## config.mk

```make
export PLATFORM = sky130hd
export DESIGN_NAME = control_unit
export DESIGN_NICKNAME = d
export VERILOG_FILES = /design/src/rtl/control_unit.sv
export SDC_FILE = /design/constraint.sdc
export NUM_CORES = 1
export LEC_CHECK = 0
export ABC_AREA = 1
export CORE_MARGIN = 3
export CORE_UTILIZATION = 32
export DETAILED_ROUTE_END_ITERATION = 12
export HOLD_SLACK_MARGIN = 0.05
export PLACE_DENSITY = 0.8
export SYNTH_ARGS = -nofsm -noshare
export SYNTH_HDL_FRONTEND = slang
export SYNTH_SLANG_ARGS = --single-unit
```

## constraint.sdc

```tcl
create_clock -name Clock -period 1.8 [get_ports Clock]
set_input_delay 0.27 -clock Clock [delete_from_list [all_inputs] [get_ports Clock]]
set_output_delay 0.27 -clock Clock [all_outputs]
set_load 0.02 [all_outputs]
```

## src/rtl/control_unit.sv

```systemverilog
// Multi-cycle control sequencer: fetch in T0-T2, opcode-specific execute in T3-T7.
// Optional macro CU_MUL_EN enables the mul sequence; without it opcode 01111 decodes as illegal.
module control_unit (
    input  logic        Clock,
    input  logic        Clear,
    input  logic [31:0] IR,
    input  logic        CON,
    input  logic        Stop,
    output logic        PCout,
    output logic        PCin,
    output logic        IncPC,
    output logic        IRin,
    output logic        MARin,
    output logic        MDRin,
    output logic        MDRout,
    output logic        Read,
    output logic        wren,
    output logic        Yin,
    output logic        Zhighin,
    output logic        Zlowin,
    output logic        Zhighout,
    output logic        Zlowout,
    output logic        HIin,
    output logic        HIout,
    output logic        LOin,
    output logic        LOout,
    output logic        Gra,
    output logic        Grb,
    output logic        Grc,
    output logic        Rin,
    output logic        Rout,
    output logic        BAout,
    output logic        Cout,
    output logic        conInput,
    output logic        InPortout,
    output logic        outPortEnable,
    output logic [3:0]  ctrl,
    output logic        Run,
    output logic        Illegal
);
    typedef enum logic [3:0] {
        S_IDLE, S_T0, S_T1, S_T2, S_T3, S_T4, S_T5, S_T6, S_T7, S_HALT
    } state_t;

    localparam logic [4:0] OP_LD   = 5'b00000, OP_LDI  = 5'b00001, OP_ST   = 5'b00010;
    localparam logic [4:0] OP_ADD  = 5'b00011, OP_SUB  = 5'b00100, OP_AND  = 5'b00101;
    localparam logic [4:0] OP_OR   = 5'b00110, OP_ADDI = 5'b01100, OP_ANDI = 5'b01101;
    localparam logic [4:0] OP_ORI  = 5'b01110, OP_MUL  = 5'b01111, OP_BR   = 5'b10010;
    localparam logic [4:0] OP_JR   = 5'b10100, OP_IN   = 5'b10110, OP_OUT  = 5'b10111;
    localparam logic [4:0] OP_MFHI = 5'b11000, OP_MFLO = 5'b11001, OP_NOP  = 5'b11010;
    localparam logic [4:0] OP_HALT = 5'b11011;

    state_t     state_q, state_d;
    logic [4:0] opcode;
    logic       unused_ir;
    logic       is_r, is_i, is_ldi, is_ld, is_st, is_mul, is_br, is_halt, is_undef;
    logic [3:0] alu_op;

    assign opcode    = IR[31:27];
    assign unused_ir = ^IR[26:0];

    always_ff @(posedge Clock or negedge Clear) begin
        if (!Clear) state_q <= S_IDLE;
        else        state_q <= state_d;
    end

    always_comb begin
        is_r = 1'b0; is_i = 1'b0; is_ldi = 1'b0; is_ld = 1'b0; is_st = 1'b0;
        is_mul = 1'b0; is_br = 1'b0; is_halt = 1'b0; is_undef = 1'b0;
        alu_op = 4'd0;
        case (opcode)
            OP_ADD:  begin is_r = 1'b1; alu_op = 4'd0; end
            OP_SUB:  begin is_r = 1'b1; alu_op = 4'd1; end
            OP_AND:  begin is_r = 1'b1; alu_op = 4'd2; end
            OP_OR:   begin is_r = 1'b1; alu_op = 4'd3; end
            OP_ADDI: begin is_i = 1'b1; alu_op = 4'd0; end
            OP_ANDI: begin is_i = 1'b1; alu_op = 4'd2; end
            OP_ORI:  begin is_i = 1'b1; alu_op = 4'd3; end
            OP_LDI:  is_ldi = 1'b1;
            OP_LD:   is_ld = 1'b1;
            OP_ST:   is_st = 1'b1;
`ifdef CU_MUL_EN
            OP_MUL:  is_mul = 1'b1;
`else
            OP_MUL:  is_undef = 1'b1;
`endif
            OP_BR:   is_br = 1'b1;
            OP_HALT: is_halt = 1'b1;
            OP_JR, OP_IN, OP_OUT, OP_MFHI, OP_MFLO, OP_NOP: ;
            default: is_undef = 1'b1;
        endcase
    end

    always_comb begin
        state_d = state_q;
        PCout = 1'b0; PCin = 1'b0; IncPC = 1'b0; IRin = 1'b0; MARin = 1'b0;
        MDRin = 1'b0; MDRout = 1'b0; Read = 1'b0; wren = 1'b0; Yin = 1'b0;
        Zhighin = 1'b0; Zlowin = 1'b0; Zhighout = 1'b0; Zlowout = 1'b0;
        HIin = 1'b0; HIout = 1'b0; LOin = 1'b0; LOout = 1'b0;
        Gra = 1'b0; Grb = 1'b0; Grc = 1'b0; Rin = 1'b0; Rout = 1'b0;
        BAout = 1'b0; Cout = 1'b0; conInput = 1'b0; InPortout = 1'b0;
        outPortEnable = 1'b0; ctrl = 4'd0; Illegal = 1'b0;
        Run = (state_q != S_IDLE) && (state_q != S_HALT);
        case (state_q)
            S_IDLE: state_d = S_T0;
            // Stop suppresses the fetch strobes so the PC is not advanced on the way into HALT
            S_T0: begin
                if (Stop) state_d = S_HALT;
                else begin
                    PCout = 1'b1; MARin = 1'b1; IncPC = 1'b1;
                    state_d = S_T1;
                end
            end
            S_T1: begin Read = 1'b1; MDRin = 1'b1; state_d = S_T2; end
            S_T2: begin MDRout = 1'b1; IRin = 1'b1; state_d = S_T3; end
            S_T3: begin
                state_d = S_T4;
                if (is_r || is_i) begin
                    Grb = 1'b1; Rout = 1'b1; Yin = 1'b1;
                end else if (is_ldi || is_ld || is_st) begin
                    Grb = 1'b1; BAout = 1'b1; Yin = 1'b1;
                end else if (is_mul) begin
                    Gra = 1'b1; Rout = 1'b1; Yin = 1'b1;
                end else if (is_br) begin
                    Gra = 1'b1; Rout = 1'b1; conInput = 1'b1;
                end else if (is_halt) begin
                    state_d = S_HALT;
                end else if (is_undef) begin
                    Illegal = 1'b1; state_d = S_T0;
                end else begin
                    state_d = S_T0;
                    case (opcode)
                        OP_JR:   begin Gra = 1'b1; Rout = 1'b1; PCin = 1'b1; end
                        OP_IN:   begin InPortout = 1'b1; Gra = 1'b1; Rin = 1'b1; end
                        OP_OUT:  begin Gra = 1'b1; Rout = 1'b1; outPortEnable = 1'b1; end
                        OP_MFHI: begin HIout = 1'b1; Gra = 1'b1; Rin = 1'b1; end
                        OP_MFLO: begin LOout = 1'b1; Gra = 1'b1; Rin = 1'b1; end
                        default: ;
                    endcase
                end
            end
            S_T4: begin
                state_d = S_T5;
                if (is_r) begin
                    Grc = 1'b1; Rout = 1'b1; ctrl = alu_op; Zlowin = 1'b1;
                end else if (is_i) begin
                    Cout = 1'b1; ctrl = alu_op; Zlowin = 1'b1;
                end else if (is_ldi || is_ld || is_st) begin
                    Cout = 1'b1; Zlowin = 1'b1;
                end else if (is_mul) begin
                    Grb = 1'b1; Rout = 1'b1; ctrl = 4'd4; Zhighin = 1'b1; Zlowin = 1'b1;
                end else if (is_br) begin
                    PCout = 1'b1; Yin = 1'b1;
                end else begin
                    state_d = S_T0;
                end
            end
            S_T5: begin
                state_d = S_T6;
                if (is_r || is_i || is_ldi) begin
                    Zlowout = 1'b1; Gra = 1'b1; Rin = 1'b1; state_d = S_T0;
                end else if (is_ld || is_st) begin
                    Zlowout = 1'b1; MARin = 1'b1;
                end else if (is_mul) begin
                    Zlowout = 1'b1; LOin = 1'b1;
                end else if (is_br) begin
                    Cout = 1'b1; Zlowin = 1'b1;
                end else begin
                    state_d = S_T0;
                end
            end
            S_T6: begin
                state_d = S_T0;
                if (is_ld) begin
                    Read = 1'b1; MDRin = 1'b1; state_d = S_T7;
                end else if (is_st) begin
                    Gra = 1'b1; Rout = 1'b1; MDRin = 1'b1; state_d = S_T7;
                end else if (is_mul) begin
                    Zhighout = 1'b1; HIin = 1'b1;
                end else if (is_br && CON) begin
                    Zlowout = 1'b1; PCin = 1'b1;
                end
            end
            S_T7: begin
                state_d = S_T0;
                if (is_ld) begin
                    MDRout = 1'b1; Gra = 1'b1; Rin = 1'b1;
                end else if (is_st) begin
                    wren = 1'b1;
                end
            end
            S_HALT: state_d = S_HALT;
            default: state_d = S_IDLE;
        endcase
    end
endmodule

```

# Yosys cells after proc, flatten, opt, wreduce, memory -nomap -nowiden
# Index checks and enable logic that the tools add are counted.
# classes
n_eq_ne,27
muxes,130
reduce_logical,19
# op_table
op,n
$mux W1,98
$eq A5 B5 Y1 const B,8
$pmux W4 S9,1
$mux W4,7
$mux W3,7
$pmux W1 S2,10
$reduce_or A18 Y1,1
$eq A4 B3 Y1 const B,4
$eq A5 B3 Y1 const B,3
$eq A5 B4 Y1 const B,3
$eq A5 B2 Y1 const B,2
$eq A4 B2 Y1 const B,2
$eq A4 B4 Y1 const B,2
$reduce_or A2 Y1,4
$mux W2,3
$pmux W1 S3,2
$pmux W2 S3,1
$reduce_or A3 Y1,2
$eq A5 B1 Y1 const B,1
$logic_not A5 Y1,1
$logic_or A1 B1 Y1,5
$reduce_or A5 Y1,1
$eq A4 B1 Y1 const B,1
$logic_not A4 Y1,1
5 further kinds,6
# word_totals
ff_bits,4
input_bits,36
out_inout_bits,34
word_cells,177

# Logic depth before layout (Yosys ltp)
# Gate-level depths: netlist of run 1.
# logic_depth
ltp_word,9
ltp_mapped,10

# Least setup slack after synthesis of run 1
# OpenSTA, ideal clock, no wires.
# synth_timing
path_kind,flip-flop to output port
start,register state_q[3]
end,output Rout
t_arrival_ps,1503
setup_slack_ps,27
stages_incl_launch_ff,7
n_path_buf,0
path_cell_list,dfrtp_1 inv_1 nand2_1 nor2_1 inv_2 nor2_1 nand3b_1
# synth_between
elab_chain_len,2
# synth_lines
element,line,text
"start, declared",53,"state_t state_q, state_d;"
"start signal, assigned",64,else state_q <= state_d;
$eq A4 B3 Y1,104,case (state_q)
$pmux W1 S3 *,104,
"end, declared",31,"output logic Rout,"
# Every way passes the cells marked *; elsewhere a longest branch is shown, timed or not.

# Worst setup path after layout of run 1
# layout_timing
start,register state_q[3]
end,output Gra
# layout_between
elab_chain_len,2
# layout_lines
element,line,text
$eq A4 B4 Y1 / $eq A4 B3 Y1 (equally long branches),104,
$pmux W1 S4 *,104,
"end, declared",27,"output logic Gra,"
# Marked as above.

==> results of run 1 <==
-- path summary, 6_finish.rpt --
| check | start | endpoint | slack [ns] |
|---|---|---|---|
| max reg2reg | state_q[3] | state_q[0] | 0.35 |
| min | Clear | state_q[2] | 0.24 |
| max | state_q[3] | Gra | -0.14 |
| min in group Clock | state_q[2] | state_q[2] | 0.73 |
| min reg2reg | state_q[2] | state_q[2] | 0.73 |
| max in group asynchronous | Clear | state_q[1] | 1.39 |
-- metrics by stage --
step	worst slack [ns]	TNS (ns)	util	instances	area [um^2]
2_1_floorplan	0.02696	0	-	164	858.3
3_3_place_gp	-0.7719	-16.77	0.6588	266	1541
3_5_place_dp	-0.7930	-17.09	0.6588	266	1541
4_1_cts	-0.07539	-0.07677	0.6850	275	1603
5_1_grt	-0.1825	-1.395	0.7299	277	1708
6_report	-0.1435	-0.4521	0.7299	277	1708
-- where the power goes --
part	switching, W	internal [W]
clock	0.0000414	0.0000749
sequential	0.0000389	0.000128
combinational	0.000618	0.000448
total	0.000698	0.000651
-- cell usage in the layout, fill, tap and decap left out, types with 7 or more instances in the layout --
cell type and n:
inv_2 9, nand2_1 40, buf_6 11, a21oi_1 7, inv_1 19, nor2_1 7, buf_4 59, buf_2 10
nand3_1 9, nand3_2 7, nor2_4 7
-- what timing repair did --
action,4_1_cts,5_1_grt
setup endpoints to repair,28,27
buffers inserted,6,2
pin swaps,4,11
resized for setup,145,60
gates cloned,0,0
-- cell type report --
cell class                      count  area [um^2]  share of cell area
Inverter                           30        120.1             0.07033
Timing Repair Buffer               89        695.7              0.4073
Multi-Input combinational cell    123        734.5              0.4300
Clock buffer                        3        22.52             0.01319
Sequential cell                     4        100.1             0.05861
Tap cell                           28        35.03             0.02051
-- cell families (layout without fill, tap and decap cells) --
group,count (synthesis),after routing
flip-flops,4,4
other,1,6
AO/OA/AOI/OAI,17,17
buffers and inverters,37,122
AND/OR/NAND/NOR,100,100
-- critical path, stage by stage, from the launching register on --
cell     delay (ns)
dfrtp_1        0.39
inv_2          0.09
nand2_4        0.08
nor3_4         0.25
nand4_1        0.22
buf_4          0.21
nand3_2        0.07
buf_6          0.11
-- routing by layer --
| metal | share of wire | global-route usage | vias to the layer above |
|---|---|---|---|
| li1 | - | - | 680 |
| met1 | 0.40 | 0.2873 | 656 |
| met2 | 0.48 | 0.3752 | 94 |
| met3 | 0.10 | 0.05882 | 4 |
| met4 | 0.0089 | 0.009934 | 0 |
| met5 | 0 | 0 | - |
==> impl_metrics.tcl, run 1 <==
set metrics [dict create \
    holdCritPathClass "primary input to asynchronous set/reset pin" \
    ioPinCount 70 \
    cp_data_required_time_ns 1.53 \
    mappedNetlistArea_um2 839.6 \
    setup.worst_path.start_class "flop" \
    grt_first_pass_wirelength_mm 5.713 \
    route.antenna.remaining_nets 0 \
    synth.most_common_cell "nand2_1" \
    dominant_combinational_cell_family_by_area_after_synthesis "simple AND/OR/NAND/NOR gates" \
    power_density_over_the_cells_nw_per_um2 790.2 \
    postCtsHoldBufs 0 \
    ys_seq_area_frac 0.1192 \
    drt_iter0_drc 99 \
    drv_cap 0 \
    synth-compound-area-share 0.1073 \
    fp-row-count 17 \
    detailed_route_drc_error_count 0 \
    yosysWarningCount 0 \
    routed_len_inst_um 13.86 \
    globalRoute.totalOverflow 0 \
    die_footprint_um2 3274 \
    clk-insertion-delay-late_ns 0.24 \
    synth.mux.area_fraction 0 \
    cts_buf_count 3 \
    synth_top_cell_area_share 0.1967 \
    final.period_utilization 1.080 \
    grt_start_max_net_pins 8 \
    finalSetupViolations 9 \
    reg_top3 "state_q (4)" \
    p_leak_nw 1.010 \
    via_count 1434 \
    antenna_found_initial 0 \
    core-area_um2 2340 \
    failing_checks "setup timing" \
    xor_xnor_cell_area_share_of_the_yosys_netlist 0 \
    final-hold-violation-count 0 \
    endpoint_kind "primary output" \
    count_of_flip_flops_with_a_built_in_enable_after_synthesis 0 \
    power.ir.vdd_worst_uv 982.0 \
    clock_sink_count 4 \
    clock_tree.buffer_depth 2 \
    cts.reportedPaths.clkPinSlew_ns 0.04 \
    h-tree-depth 1 \
    synthSimpleGateAreaFrac 0.5753 \
    drt_first_pass_iters 4 \
    timing.clock.skew_ns 0.0004047 \
    cts_tree "done" \
    num-fill-cells 167 \
    synthArstFlopShare 1.000 \
    minimum_clock_period_ns 1.944 \
    total_power_w 0.001350 \
    largest_register_ff_count 4 \
    synth_seq_cells 4 \
    finalHoldWorstSlack_ns 0.2364 \
    max_flop_register "state_q" \
    gp_routability_congestion 0.9176 \
    number_of_nets_in_the_layout 287 \
    drt-vias-per-instance 5.177 \
    synthDistinctLibCells 23 \
    crit_type "flop to primary output" \
    finalMaxSlewViolations 0 \
    grt_pass1_vias 1239 \
    flow.area_growth_from_synthesis_pct 103.4 \
    io_buffers 36 \
    route.final.wire_length_mm 3.838 \
    critPathMaxFanout 5 \
    die_outline_width_um 57.22 \
    synth_area_leaders "nand2_1, dfrtp_1, inv_1" \
    synth_top_flop_cell "dfrtp_1" \
    yosysTopAreaCell "nand2_1" \
    number_of_cells_traversed_by_the_worst_register_to_register_path 8 \
    run_status "finished, violations left" \
    drive_above_1_share 0.5542 \
    setup_ws_ns -0.1435 \
    cts_root_buf "clkbuf_4" \
    hpwl_mm 2.735 \
    unrepaired_setup_endpoints_after_global_routing "true" \
    yosys.area_share.adder 0 \
    antenna_cells_inserted 0 \
    tot_gr_track_use 0.2183 \
    synth_commonest_cells "nand2_1, inv_1, nor2_1" \
    chipHeight_um 57.22 \
    worstPathArrival_ns 1.67 \
    cell_count_after_synthesis 159 \
    floorplan.initialDensity 0.3588 \
    max_freq_mhz 514.5 \
    post_synth.cell_area_avg_um2 5.280 \
]
Note: power is estimated with default switching activity, not from simulation.
==> inputs of run 2 (changes only) <==
- CORE_MARGIN: 3 -> not set
==> impl_metrics.tcl, run 2 (synthesis gave the netlist of run 1 again) <==
set metrics [dict create \
    drt_first_pass_iters 6 \
    gp_routability_congestion 0.9813 \
    proportion_of_power_drawn_by_the_clock_network 0.084 \
    cts_buf_count 3 \
    unrepaired_setup_endpoints_after_global_routing "true" \
    route.final.wire_length_mm 3.448 \
    drive_above_1_share 0.5403 \
    layout.cell_area.non_filler_um2 1665 \
    total_power_w 0.001350 \
    drv_cap 0 \
    via_count 1353 \
    placed_cell_areas_um2 1529 \
    number_of_nets_in_the_layout 286 \
    power_density_over_the_cells_nw_per_um2 810.7 \
    final_cell_mix "buf_4, nand2_1, inv_1, nand3_1, buf_2" \
    power_switching_share 0.5057 \
    setup_ws_ns -0.02846 \
    final.period_utilization 1.016 \
    drt-vias-per-instance 4.867 \
    finalHoldWorstSlack_ns 0.2311 \
    worstPathArrival_ns 1.56 \
    routed_len_inst_um 12.40 \
    endpoint_kind "primary output" \
    cts_tree "done" \
    number_of_cells_traversed_by_the_worst_register_to_register_path 8 \
    tot_gr_track_use 0.2420 \
    run_status "finished, violations left" \
    multi_input_comb_area_um2 718.2 \
    clk-insertion-delay-late_ns 0.24 \
    grt_pass1_vias 1173 \
    critPathMaxFanout 6 \
    largest_register_ff_count 4 \
    grt_start_max_net_pins 8 \
    clock_tree.buffer_depth 2 \
    r2r-start "state_q[1]" \
    max_flop_register "state_q" \
    p_seq_frac 0.134 \
    max_freq_mhz 546.9 \
    final-instance-count-excl-fill 278 \
    combinationalPowerShare 0.783 \
    end_of_the_worst_register_to_register_path "state_q[3]" \
    globalRoute.totalOverflow 0 \
    die_footprint_um2 2832 \
    finalSetupViolations 2 \
    antenna_found_initial 0 \
    h-tree-depth 1 \
    timing.clock.skew_ns 0.009701 \
    cts_root_buf "clkbuf_4" \
    hpwl_mm 2.464 \
    floorplan.initialDensity 0.3389 \
    holdCritPathClass "primary input to asynchronous set/reset pin" \
    dp_cells 266 \
    minimum_clock_period_ns 1.828 \
    route.antenna.remaining_nets 0 \
    seq_area_um2 102.6 \
    cts.reportedPaths.clkPinSlew_ns 0.04 \
    drt_iter0_drc 25 \
    p_leak_nw 0.9929 \
    clock_sink_count 4 \
    mostFrequentLayoutCell "buf_4" \
    chipHeight_um 53.22 \
    internal_power_w 0.0006673 \
    p_sw_w 0.0006828 \
    crit_type "flop to primary output" \
    die_outline_width_um 53.22 \
    antenna_cells_inserted 0 \
    ioPinCount 70 \
    io_buffers 36 \
    grt_first_pass_wirelength_mm 5.037 \
    cp_data_required_time_ns 1.53 \
    core-area_um2 2477 \
    flow.area_growth_from_synthesis_pct 98.36 \
    reg_top3 "state_q (4)" \
    finalMaxSlewViolations 0 \
    setup.worst_path.start_class "flop" \
    final-hold-violation-count 0 \
    worst-r2r-setup-slack_ns 0.32 \
    power.ir.vdd_worst_uv 873.9 \
    detailed_route_drc_error_count 0 \
    failing_checks "setup timing" \
    num-fill-cells 228 \
    placement.setup.worst_slack_ns -0.7471 \
    fp-row-count 18 \
]
-- run 2: cell types whose count changed in the layout (fill, tap and decap cells not counted), sizes merged --
| cell | delta |
|---|---|
| buf | -2 |
| dlygate4sd2 | +1 |
| clkdlybuf4s15 | -1 |
| clkbuf | +1 |
-- run 2: area by class of cell --
| type | instances | share of cell area |
|---|---|---|
| Multi-Input combinational cell | 123 | 0.4313 |
| Timing Repair Buffer | 88 | 0.4005 |
| Inverter | 30 | 0.07062 |
| Sequential cell | 4 | 0.06161 |
| Tap cell | 30 | 0.02254 |
| Clock buffer | 3 | 0.01352 |
-- run 2: worst max-delay path by stage --
stage                     from     end  cells past startpoint
detailed placement      IR[30]     Gra                      7
floorplan           state_q[3]    Rout                      6
global placement        IR[30]   HIout                     10
global route        state_q[1]   HIout                      8
CTS                     IR[29]  MDRout                      6
finish              state_q[1]   HIout                      8
-- run 2: layer usage --
metal | global-route usage | part of all wire | up-vias
met5 | 0 | 0 | -
met4 | 0.07018 | 0.012 | 0
met3 | 0.04310 | 0.057 | 6
met2 | 0.4479 | 0.52 | 57
met1 | 0.2755 | 0.41 | 616
li1 | - | - | 674
-- run 2: what timing repair did --
item,CTS,global route
setup endpoints to repair,28,28
pin swaps,7,12
setup buffers,5,4
hold buffers,0,0
gates resized for setup,129,63
-- run 2: worst max-delay path, stage by stage (launching register included) --
cell	delay (ns)
dfrtp_2	0.44
nor2_4	0.13
inv_2	0.06
nor2_4	0.13
inv_4	0.07
nor2_4	0.09
nand2_2	0.05
nor3_2	0.17
buf_4	0.16
-- run 2: power groups by stage --
stage | Sequential [W] | Clock [W] | Combinational, W
4_1_cts | 0.000161 | 0.000115 | 0.000907
6_report | 0.000181 | 0.000113 | 0.00106
2_1_floorplan | 0.000157 | 0 | 0.000442
5_1_grt | 0.000187 | 0.000126 | 0.00113
3_3_place_gp | 0.000157 | 0 | 0.000890
3_5_place_dp | 0.000155 | 0 | 0.000904
-- run 2: stage by stage --
stage,setup TNS (ns),util
detailed placement,-15.53,0.6172
global route,-0.6329,0.6722
finish,-0.03069,0.6722
CTS,-0.08914,0.6187
global placement,-15.20,0.6172
floorplan,0,-
==> inputs of run 3 (changes only) <==
- GPL_ROUTABILITY_DRIVEN: not set -> 0
- PLACE_DENSITY: 0.8 -> 0.86
- SKIP_CTS_REPAIR_TIMING: not set -> 1
==> impl_metrics.tcl, run 3 (synthesis gave the netlist of run 1 again) <==
set metrics [dict create \
    run_status "finished, violations left" \
    failing_checks "setup timing" \
    core-area_um2 2477 \
    setup_ws_ns -0.02262 \
    antenna_cells_inserted 0 \
    grt_first_pass_wirelength_mm 4.754 \
    drv_cap 0 \
    drt_iter0_drc 48 \
    max_flop_register "state_q" \
    io_buffers 36 \
    reg_top3 "state_q (4)" \
    grt_start_max_net_pins 9 \
    die_footprint_um2 2832 \
    cts_buf_count 3 \
    final.period_utilization 1.013 \
    route.antenna.remaining_nets 0 \
    number_of_cells_traversed_by_the_worst_register_to_register_path 8 \
    holdCritPathClass "primary input to asynchronous set/reset pin" \
    h-tree-depth 1 \
    final-hold-violation-count 0 \
    floorplan.initialDensity 0.3389 \
    hpwl_mm 2.451 \
    drt-vias-per-instance 4.855 \
    finalSetupViolations 1 \
    via_count 1306 \
    cts.reportedPaths.clkPinSlew_ns 0.03 \
    antenna_found_initial 0 \
    timing.clock.skew_ns 0.0002799 \
    multi_input_comb_area_um2 694.4 \
    unrepaired_setup_endpoints_after_global_routing "true" \
    grt_pass1_vias 1209 \
    critical_path.startpoint "state_q[0]" \
    num-fill-cells 230 \
    power.ir.vdd_worst_uv 675.6 \
    routed_len_inst_um 11.51 \
    r2r-start "state_q[0]" \
    tot_gr_track_use 0.2261 \
    setup_total_negative_slack_ns -0.02262 \
    ioPinCount 70 \
    clock_sink_count 4 \
    number_of_nets_in_the_layout 277 \
    cts_root_buf "clkbuf_4" \
    clock_tree.buffer_depth 2 \
    cp_data_required_time_ns 1.53 \
    seq_area_um2 101.3 \
    drive_above_1_share 0.4812 \
    largest_register_ff_count 4 \
    fp-row-count 18 \
    crit_type "flop to primary output" \
    setup.worst_path.start_class "flop" \
    endpoint_kind "primary output" \
    route.final.wire_length_mm 3.097 \
    finalHoldWorstSlack_ns 0.2392 \
    mostFrequentLayoutCell "buf_4" \
    power_switching_share 0.5094 \
    die_outline_width_um 53.22 \
    cts_tree "done" \
    p_sw_w 0.0006247 \
    placed_cell_areas_um2 1521 \
    worstPathArrival_ns 1.55 \
    clk-insertion-delay-late_ns 0.22 \
    internal_power_w 0.0006017 \
    minimum_clock_period_ns 1.823 \
    combinationalPowerShare 0.775 \
    p_leak_nw 0.9868 \
    chipHeight_um 53.22 \
    flow.area_growth_from_synthesis_pct 83.90 \
    power_density_over_the_cells_nw_per_um2 794.3 \
    max_freq_mhz 548.7 \
    p_seq_frac 0.141 \
    critPathMaxFanout 5 \
    final_cell_mix "buf_4, nand2_1, inv_1, clkbuf_2, nand3_1" \
    globalRoute.totalOverflow 0 \
    proportion_of_power_drawn_by_the_clock_network 0.084 \
    detailed_route_drc_error_count 0 \
    layout.cell_area.non_filler_um2 1544 \
    finalMaxSlewViolations 0 \
    drt_first_pass_iters 4 \
]
-- run 3: cell types whose count changed in the layout (fill, tap and decap cells not counted), sizes merged --
cell           change
buf               -23
clkbuf            +12
dlymetal6s2s       +5
clkdlybuf4s15      -2
dlygate4sd2        -1
-- run 3: final timing paths --
path	end	slack, ns
setup / recovery	Rout	-0.02
hold / removal	state_q[3]	0.24
setup reg to reg	state_q[1]	0.48
hold reg to reg	state_q[2]	0.69
max in group asynchronous	state_q[1]	1.39
min in group Clock	state_q[2]	0.69
-- run 3: per-layer routing --
metal / wire [um] / part of all wire / track usage
met3: 137 / 0.044 / 0.03161
met5: 0 / 0 / 0
met4: 85 / 0.027 / 0.1184
met1: 1220 / 0.39 / 0.2487
met2: 1652 / 0.53 / 0.4104
-- run 3: metrics by stage --
stage                     total power, W  setup slack (ns)  instances  utilization
after floorplan                0.0005998           0.02696        164            -
after detailed placement        0.001051           -0.7839        265       0.6141
after global placement          0.001031           -0.7468        265       0.6141
after CTS                       0.001159           -0.7933        268       0.6232
after global routing            0.001316          -0.07674        269       0.6232
final                           0.001226          -0.02262        269       0.6232
-- run 3: cell type report --
class                   instances  share of cell area
repair buffers                 79              0.3712
multi-input cells             123              0.4498
inverters                      30             0.07455
clock buffers                   3             0.01459
well taps                      30             0.02431
flip-flops and latches          4             0.06564
-- run 3: power groups by stage --
stage / Combinational [W] / Sequential, W / Clock (W)
2_1_floorplan: 0.000442 / 0.000157 / 0
3_3_place_gp: 0.000879 / 0.000152 / 0
3_5_place_dp: 0.000897 / 0.000154 / 0
4_1_cts: 0.000900 / 0.000153 / 0.000107
5_1_grt: 0.00103 / 0.000176 / 0.000109
6_report: 0.000951 / 0.000173 / 0.000103
-- run 3: critical path: stages (launching register included) --
cell and delay [ns]:
dfrtp_1 0.41, buf_4 0.16, nand2_1 0.10, nor2_2 0.15
inv_2 0.09, nor2_2 0.15, nand3b_1 0.12, buf_4 0.14
